`src/rtl/i2c_slave_write_byte_pkg.sv`:
```
`default_nettype none
// ============================================================================
//  Module   : i2c_slave_write_byte_pkg
//  Purpose  : Shared types and defaults for the I2C slave byte transmitter
//  Revision : 1.0  initial release
// ============================================================================
package i2c_slave_write_byte_pkg;

    // Default number of clk cycles SDA is held after an SCL falling edge
    localparam int unsigned c_DEFAULT_SDA_HOLD_CYCLES = 4;

    // Byte transmitter states
    typedef enum logic [2:0] {
        ST_IDLE      = 3'd0,
        ST_WAIT_LOW  = 3'd1,
        ST_HOLD      = 3'd2,
        ST_WAIT_RISE = 3'd3,
        ST_HIGH      = 3'd4,
        ST_ACK_HOLD  = 3'd5,
        ST_ACK_RISE  = 3'd6,
        ST_ACK_HIGH  = 3'd7
    } wr_state_t;

endpackage
`default_nettype wire

```
`src/rtl/i2c_slave_write_byte_if.sv`:
```
`default_nettype none
// ============================================================================
//  Module   : i2c_slave_write_byte_if
//  Purpose  : Control handshake and pad signals of the slave byte transmitter
//  Revision : 1.0  initial release
// ============================================================================
interface i2c_slave_write_byte_if;
    logic       byte_write_en;
    logic [7:0] byte_write_i;
    logic       byte_write_busy;
    logic       byte_write_ack_o;
    logic       byte_write_finish;
    logic       byte_write_err;
    logic       scl_i;
    logic       sda_i;
    logic       sda_o;

    // Transaction FSM / pad side
    modport master (
        output byte_write_en, byte_write_i, scl_i, sda_i,
        input  byte_write_busy, byte_write_ack_o, byte_write_finish,
               byte_write_err, sda_o
    );

    // Byte transmitter side
    modport slave (
        input  byte_write_en, byte_write_i, scl_i, sda_i,
        output byte_write_busy, byte_write_ack_o, byte_write_finish,
               byte_write_err, sda_o
    );
endinterface
`default_nettype wire

```
`src/rtl/i2c_slave_write_byte_edge_detect.sv`:
```
`default_nettype none
// ============================================================================
//  Module   : i2c_slave_write_byte_edge_detect
//  Purpose  : SCL rise/fall and SDA change detection from last-value registers
//  Revision : 1.0  initial release
// ============================================================================
module i2c_slave_write_byte_edge_detect (
    input  wire logic clk,
    input  wire logic rst,
    input  wire logic i_scl,
    input  wire logic i_sda,
    output logic      o_scl_fall,
    output logic      o_scl_rise,
    output logic      o_sda_chg
);
    logic r_scl_last;
    logic r_sda_last;

    // Track previous SCL/SDA levels; idle bus level is high
    always_ff @(posedge clk) begin
        if (rst) begin
            r_scl_last <= 1'b1;
            r_sda_last <= 1'b1;
        end else begin
            r_scl_last <= i_scl;
            r_sda_last <= i_sda;
        end
    end

    assign o_scl_fall = r_scl_last & ~i_scl;
    assign o_scl_rise = ~r_scl_last & i_scl;
    assign o_sda_chg  = r_sda_last ^ i_sda;
endmodule
`default_nettype wire

```
`src/rtl/i2c_slave_write_byte.sv`:
```
`default_nettype none
// ============================================================================
//  Module   : i2c_slave_write_byte
//  Purpose  : Slave-side I2C byte transmitter, MSB first, samples master ACK
//  Revision : 1.0  initial release
// ============================================================================
module i2c_slave_write_byte
    import i2c_slave_write_byte_pkg::*;
#(
    parameter int unsigned SDA_HOLD_CYCLES = c_DEFAULT_SDA_HOLD_CYCLES
) (
    input wire logic              clk,
    input wire logic              rst,
    i2c_slave_write_byte_if.slave bus
);
    localparam int unsigned HW = $clog2(SDA_HOLD_CYCLES + 1);
    localparam logic [HW-1:0] c_HOLD_LAST = HW'(SDA_HOLD_CYCLES - 1);

    wr_state_t   r_state;
    logic [7:0]  r_shift;
    logic [2:0]  r_bit_cnt;
    logic [HW-1:0] r_hold_cnt;
    logic        r_sda_o;
    logic        r_busy;
    logic        r_ack;
    logic        r_finish;
    logic        r_err;

    logic w_scl_fall;
    logic w_scl_rise;
    logic w_sda_chg;

    i2c_slave_write_byte_edge_detect u_edge (
        .clk        (clk),
        .rst        (rst),
        .i_scl      (bus.scl_i),
        .i_sda      (bus.sda_i),
        .o_scl_fall (w_scl_fall),
        .o_scl_rise (w_scl_rise),
        .o_sda_chg  (w_sda_chg)
    );

    // Transmit FSM: all outputs registered; dropping enable aborts silently
    always_ff @(posedge clk) begin
        if (rst) begin
            r_state    <= ST_IDLE;
            r_shift    <= 8'h00;
            r_bit_cnt  <= 3'd0;
            r_hold_cnt <= '0;
            r_sda_o    <= 1'b1;
            r_busy     <= 1'b0;
            r_ack      <= 1'b0;
            r_finish   <= 1'b0;
            r_err      <= 1'b0;
        end else begin
            r_finish <= 1'b0;
            r_err    <= 1'b0;
            if (r_state != ST_IDLE && !bus.byte_write_en) begin
                // Abort takes priority over any SCL event in the same cycle
                r_state <= ST_IDLE;
                r_sda_o <= 1'b1;
                r_busy  <= 1'b0;
            end else begin
                case (r_state)
                    ST_IDLE: begin
                        r_sda_o <= 1'b1;
                        if (bus.byte_write_en) begin
                            r_shift    <= bus.byte_write_i;
                            r_bit_cnt  <= 3'd7;
                            r_hold_cnt <= '0;
                            r_busy     <= 1'b1;
                            r_state    <= bus.scl_i ? ST_WAIT_LOW : ST_HOLD;
                        end
                    end
                    ST_WAIT_LOW: begin
                        if (w_scl_fall) begin
                            r_hold_cnt <= '0;
                            r_state    <= ST_HOLD;
                        end
                    end
                    ST_HOLD: begin
                        if (w_scl_rise) begin
                            // Master clocked before the hold time elapsed
                            r_sda_o <= r_shift[7];
                            r_err   <= 1'b1;
                            r_busy  <= 1'b0;
                            r_state <= ST_IDLE;
                        end else if (r_hold_cnt == c_HOLD_LAST) begin
                            r_sda_o <= r_shift[7];
                            r_state <= ST_WAIT_RISE;
                        end else begin
                            r_hold_cnt <= r_hold_cnt + HW'(1);
                        end
                    end
                    ST_WAIT_RISE: begin
                        if (w_scl_rise)
                            r_state <= ST_HIGH;
                    end
                    ST_HIGH: begin
                        if (w_scl_fall) begin
                            r_hold_cnt <= '0;
                            if (r_bit_cnt == 3'd0) begin
                                r_state <= ST_ACK_HOLD;
                            end else begin
                                r_bit_cnt <= r_bit_cnt - 3'd1;
                                r_shift   <= {r_shift[6:0], 1'b0};
                                r_state   <= ST_HOLD;
                            end
                        end else if ((r_sda_o && !bus.sda_i) || w_sda_chg) begin
                            // Lost arbitration or START/STOP inside the byte
                            r_err   <= 1'b1;
                            r_sda_o <= 1'b1;
                            r_busy  <= 1'b0;
                            r_state <= ST_IDLE;
                        end
                    end
                    ST_ACK_HOLD: begin
                        if (r_hold_cnt == c_HOLD_LAST) begin
                            r_sda_o <= 1'b1;
                            r_state <= ST_ACK_RISE;
                        end else begin
                            r_hold_cnt <= r_hold_cnt + HW'(1);
                        end
                    end
                    ST_ACK_RISE: begin
                        if (w_scl_rise) begin
                            r_ack   <= ~bus.sda_i;
                            r_state <= ST_ACK_HIGH;
                        end
                    end
                    ST_ACK_HIGH: begin
                        if (w_scl_fall) begin
                            r_finish <= 1'b1;
                            r_busy   <= 1'b0;
                            r_state  <= ST_IDLE;
                        end else if (w_sda_chg) begin
                            r_err   <= 1'b1;
                            r_sda_o <= 1'b1;
                            r_busy  <= 1'b0;
                            r_state <= ST_IDLE;
                        end
                    end
                    default: begin
                        r_sda_o <= 1'b1;
                        r_busy  <= 1'b0;
                        r_state <= ST_IDLE;
                    end
                endcase
            end
        end
    end

    assign bus.sda_o             = r_sda_o;
    assign bus.byte_write_busy   = r_busy;
    assign bus.byte_write_ack_o  = r_ack;
    assign bus.byte_write_finish = r_finish;
    assign bus.byte_write_err    = r_err;
endmodule
`default_nettype wire

```
`src/flat_wrapper.sv`:
```
// flat-port wrapper written by rule: the top's interface ports become plain ports
module i2c_slave_write_byte_flat import i2c_slave_write_byte_pkg::*;
#(
    parameter int unsigned SDA_HOLD_CYCLES = c_DEFAULT_SDA_HOLD_CYCLES
)
  (clk, rst, bus_byte_write_en, bus_byte_write_i, bus_scl_i, bus_sda_i, bus_byte_write_busy, bus_byte_write_ack_o, bus_byte_write_finish, bus_byte_write_err, bus_sda_o);
  i2c_slave_write_byte_if bus_i ();
  input wire logic clk;
  input wire logic rst;
  input wire logic [$bits(bus_i.byte_write_en)-1:0] bus_byte_write_en;
  input wire logic [$bits(bus_i.byte_write_i)-1:0] bus_byte_write_i;
  input wire logic [$bits(bus_i.scl_i)-1:0] bus_scl_i;
  input wire logic [$bits(bus_i.sda_i)-1:0] bus_sda_i;
  output wire logic [$bits(bus_i.byte_write_busy)-1:0] bus_byte_write_busy;
  output wire logic [$bits(bus_i.byte_write_ack_o)-1:0] bus_byte_write_ack_o;
  output wire logic [$bits(bus_i.byte_write_finish)-1:0] bus_byte_write_finish;
  output wire logic [$bits(bus_i.byte_write_err)-1:0] bus_byte_write_err;
  output wire logic [$bits(bus_i.sda_o)-1:0] bus_sda_o;
  assign bus_i.byte_write_en = bus_byte_write_en;
  assign bus_i.byte_write_i = bus_byte_write_i;
  assign bus_i.scl_i = bus_scl_i;
  assign bus_i.sda_i = bus_sda_i;
  assign bus_byte_write_busy = bus_i.byte_write_busy;
  assign bus_byte_write_ack_o = bus_i.byte_write_ack_o;
  assign bus_byte_write_finish = bus_i.byte_write_finish;
  assign bus_byte_write_err = bus_i.byte_write_err;
  assign bus_sda_o = bus_i.sda_o;
  i2c_slave_write_byte #(.SDA_HOLD_CYCLES(SDA_HOLD_CYCLES)) u_core (.clk(clk), .rst(rst), .bus(bus_i));
endmodule
```
`config.mk`:
```
export PLATFORM = sky130hd
export DESIGN_NAME = i2c_slave_write_byte_flat
export DESIGN_NICKNAME = d
export VERILOG_FILES = /design/src/rtl/i2c_slave_write_byte_pkg.sv /design/src/rtl/i2c_slave_write_byte_if.sv /design/src/rtl/i2c_slave_write_byte_edge_detect.sv /design/src/rtl/i2c_slave_write_byte.sv /design/src/flat_wrapper.sv
export SDC_FILE = /design/constraint.sdc
export NUM_CORES = 1
export LEC_CHECK = 0
export ABC_AREA = 1
export CORE_AREA = 2 2 88 90
export DETAILED_ROUTE_END_ITERATION = 10
export DIE_AREA = 0 0 90 92
export GPL_ROUTABILITY_DRIVEN = 0
export GPL_TIMING_DRIVEN = 0
export PLACE_DENSITY = 0.37
export SLEW_MARGIN = 20
export SYNTH_ARGS = -nofsm -noshare
export SYNTH_HDL_FRONTEND = slang
export SYNTH_SLANG_ARGS = --single-unit
```
`constraint.sdc`:
```
create_clock -name clk -period 1.67 [get_ports clk]
set_input_delay 0.334 -clock clk [delete_from_list [all_inputs] [get_ports clk]]
set_output_delay 0.334 -clock clk [all_outputs]
set_load 0.01 [all_outputs]
```
==> impl_metrics.json <==
{
  "row_count": 32,
  "status": "finished, final reports clean",
  "drtIter0Drc": 65,
  "gr-max-usage-layer": "met2",
  "slew_headroom_pct": 80.2,
  "cts.path.max_buffers": 2,
  "ant_nets": 0,
  "cts_buffers": 3,
  "core_area_mm2": 0.00745,
  "grt_use_met2_pct": 17.9,
  "synth_ff_type": "dfxtp_1",
  "rsz0062_at_grt": "false",
  "clk_pin_slew_ps": 100,
  "path_cells": "clkdlybuf4s50_1",
  "p_per_area_mw_per_mm2": 1660,
  "ys_warn_count": 0,
  "first_global_vias": 1464,
  "critPathSlowestCell": "clkdlybuf4s50_1",
  "synth-seq-area-share_pct": 29.3,
  "syn_inst": 253,
  "layout-drive-gt1-share_pct": 15.0,
  "cp-end-kind": "output port",
  "hpwlAfterDp_mm": 3.28,
  "io_pins": 18,
  "yosys_register_bits": 24,
  "grt_pass1_wl_mm": 7.23,
  "clock_latency_ps": 280,
  "worstSetupPathType": "reg -> out",
  "use_met3_pct": 2.14,
  "diodes": 0,
  "die_area_mm2": 0.00828,
  "start_util_pct": 22.0,
  "avgSynthCellArea_um2": 6.48,
  "clock_sink_count": 24,
  "min_period_ps": 1520,
  "cts_tree": "done",
  "tightest_slew_ps": 296,
  "grt_use_met1_pct": 14.5,
  "place_area_mm2": 0.00194,
  "hold_slack_ps": 382,
  "drv_cap": 0,
  "yosysTopAreaCell": "dfxtp_1",
  "yosys.area.top_type_share_pct": 29.3,
  "max_freq_mhz": 659,
  "path_delay_family": "buffers and inverters",
  "drc": 0,
  "synth_area_leaders": "dfxtp_1 (29%), nand2_1 (16%), nor2_1 (8.9%)",
  "postCtsSetupRepairBufs": 0,
  "vias": 1516,
  "finalWirelength_mm": 4.22,
  "nets": 292,
  "cpPeakStageDelay_ps": 540,
  "synth-edff-count": 0,
  "hold_viol": 0,
  "skew_ps": 4.95,
  "slew_violations": 0,
  "antenna_found_initial": 0,
  "root_buffer": "clkbuf_8",
  "htreeDepth": 1,
  "track_usage_pct": 10.9,
  "area_growth_pct": 23.8,
  "fp.dieH_um": 92,
  "holdCritPathClass": "in -> reg",
  "port_buffers": 17,
  "wire_per_inst_um": 11.2,
  "overflow": 0,
  "setup_viol": 0,
  "grt_max_degree": 15,
  "crit_required_ps": 1340,
  "final_area_mm2": 0.00203,
  "first_pass_iters": 4,
  "vias_per_cell": 4.03,
  "synthDistinctLibCells": 27,
  "async_flop_share_pct": 0,
  "cts_hold_buf": 0,
  "cp_max_fo": 3,
  "die_x_um": 90,
  "peakVddDrop_v": 0.000331,
  "syn_area_mm2": 0.00164,
  "setup_tns_ps": 0,
  "crit_arrival_ps": 1180,
  "p_leak_nw": 1.01,
  "cp-start-kind": "register",
  "cp_num_buf_inv": 1,
  "period_share_pct": 90.8,
  "syn_nets": 270
}
[power by group]
part / switching, mW / leakage [nW] / internal (mW)
clock: 0.223 / 0.0357 / 0.321
sequential: 0.0700 / 0.198 / 0.729
combinational: 1.27 / 0.781 / 0.752
[sequential cells by signal, indices dropped and copies added (netlist names), 3 cells and up]
signal,flops
u_core.r_bit_cnt,3
u_core.r_state,3
u_core.r_shift,8
u_core.r_hold_cnt,3
[timing repair]
item,in CTS,in global routing
hold endpoints to repair,0,0
setup endpoints to repair,0,13
gates resized for setup,0,10
[Yosys cell counts (5+ instances only)]
cell and number:
nand2_1 70, nor2_1 39, inv_1 32, dfxtp_1 24
nand3_1 21, a21oi_1 10, o21ai_0 9, nand2_2 7
buf_6 5, nand4_1 5
[layer usage]
layer  up-vias  wire [µm]
li1        834          -
met1       658       2180
met2        17       1860
met3         7        111
met4         0         69
met5         -          0
[kinds of logic after synthesis]
logic type	count (synthesis)	share of synthesized area (%)
xor+xnor	1	0.534
simple gates	156	45.7
compound gates	26	8.47
buf+inv	42	13.0
fa+ha+maj	4	3.05
flops	24	29.3
[worst paths after layout]
kind                                         start                                  end  slack [ps]  depth (start not counted)
setup / recovery     u_core.bus.sda_o$_SDFFE_PP1P_                            bus_sda_o         150                          1
hold / removal                           bus_scl_i  u_core.u_edge.r_scl_last$_SDFF_PP1_         380                          3
setup reg to reg  u_core.r_bit_cnt[0]$_SDFFE_PP0P_       u_core.r_state[1]$_SDFFE_PP0P_         210                         11
hold reg to reg     u_core.r_shift[6]$_SDFFE_PP0P_       u_core.r_shift[6]$_SDFFE_PP0P_         450                          2
[worst reg2reg max path, cell delays in order, from the launching register on]
cell     delay [ps]
dfxtp_1         320
inv_1           100
ha_1            170
inv_1            40
nor2_1          240
nor2_1           80
nand2_1          60
nand3_1          70
nand2_1         100
nand3_1          80
nand2_1          60
nor2_1           40
[placed cells by master, fill, tap and decap left out, drive strengths merged, types with 5 or more instances in the layout]
| cell | Yosys | layout |
|---|---|---|
| a21oi | 11 | 11 |
| buf | 5 | 5 |
| clkdlybuf4s50 | 0 | 16 |
| nor2 | 47 | 47 |
| inv | 36 | 36 |
| nand3 | 22 | 22 |
| nand4 | 5 | 5 |
| o21ai | 14 | 14 |
| dfxtp | 24 | 24 |
| nand2 | 80 | 80 |
[through the flow]
| step | utilization (%) | total power, mW | instances | worst slack [ps] |
|---|---|---|---|---|
| CTS | 27.0 | 3.39 | 376 | 47.0 |
| global placement | 26.0 | 2.84 | 372 | -269 |
| global route | 27.3 | 3.72 | 376 | 3.75 |
| finish | 27.3 | 3.36 | 376 | 153 |
| detailed placement | 26.0 | 2.83 | 372 | -257 |
| floorplan | - | 2.38 | 253 | 397 |
[final cells by class]
cell class                      instances  area (µm²)
Clock inverter                          1        30.0
Sequential cell                        24         480
Timing Repair Buffer                   17         173
Fill cell                             872        5420
Tap cell                              102         128
Inverter                               36         153
Buffer                                  6        61.3
Clock buffer                            3        41.3
Multi-Input combinational cell        187         965
Note: power is estimated with default switching activity, not from simulation.
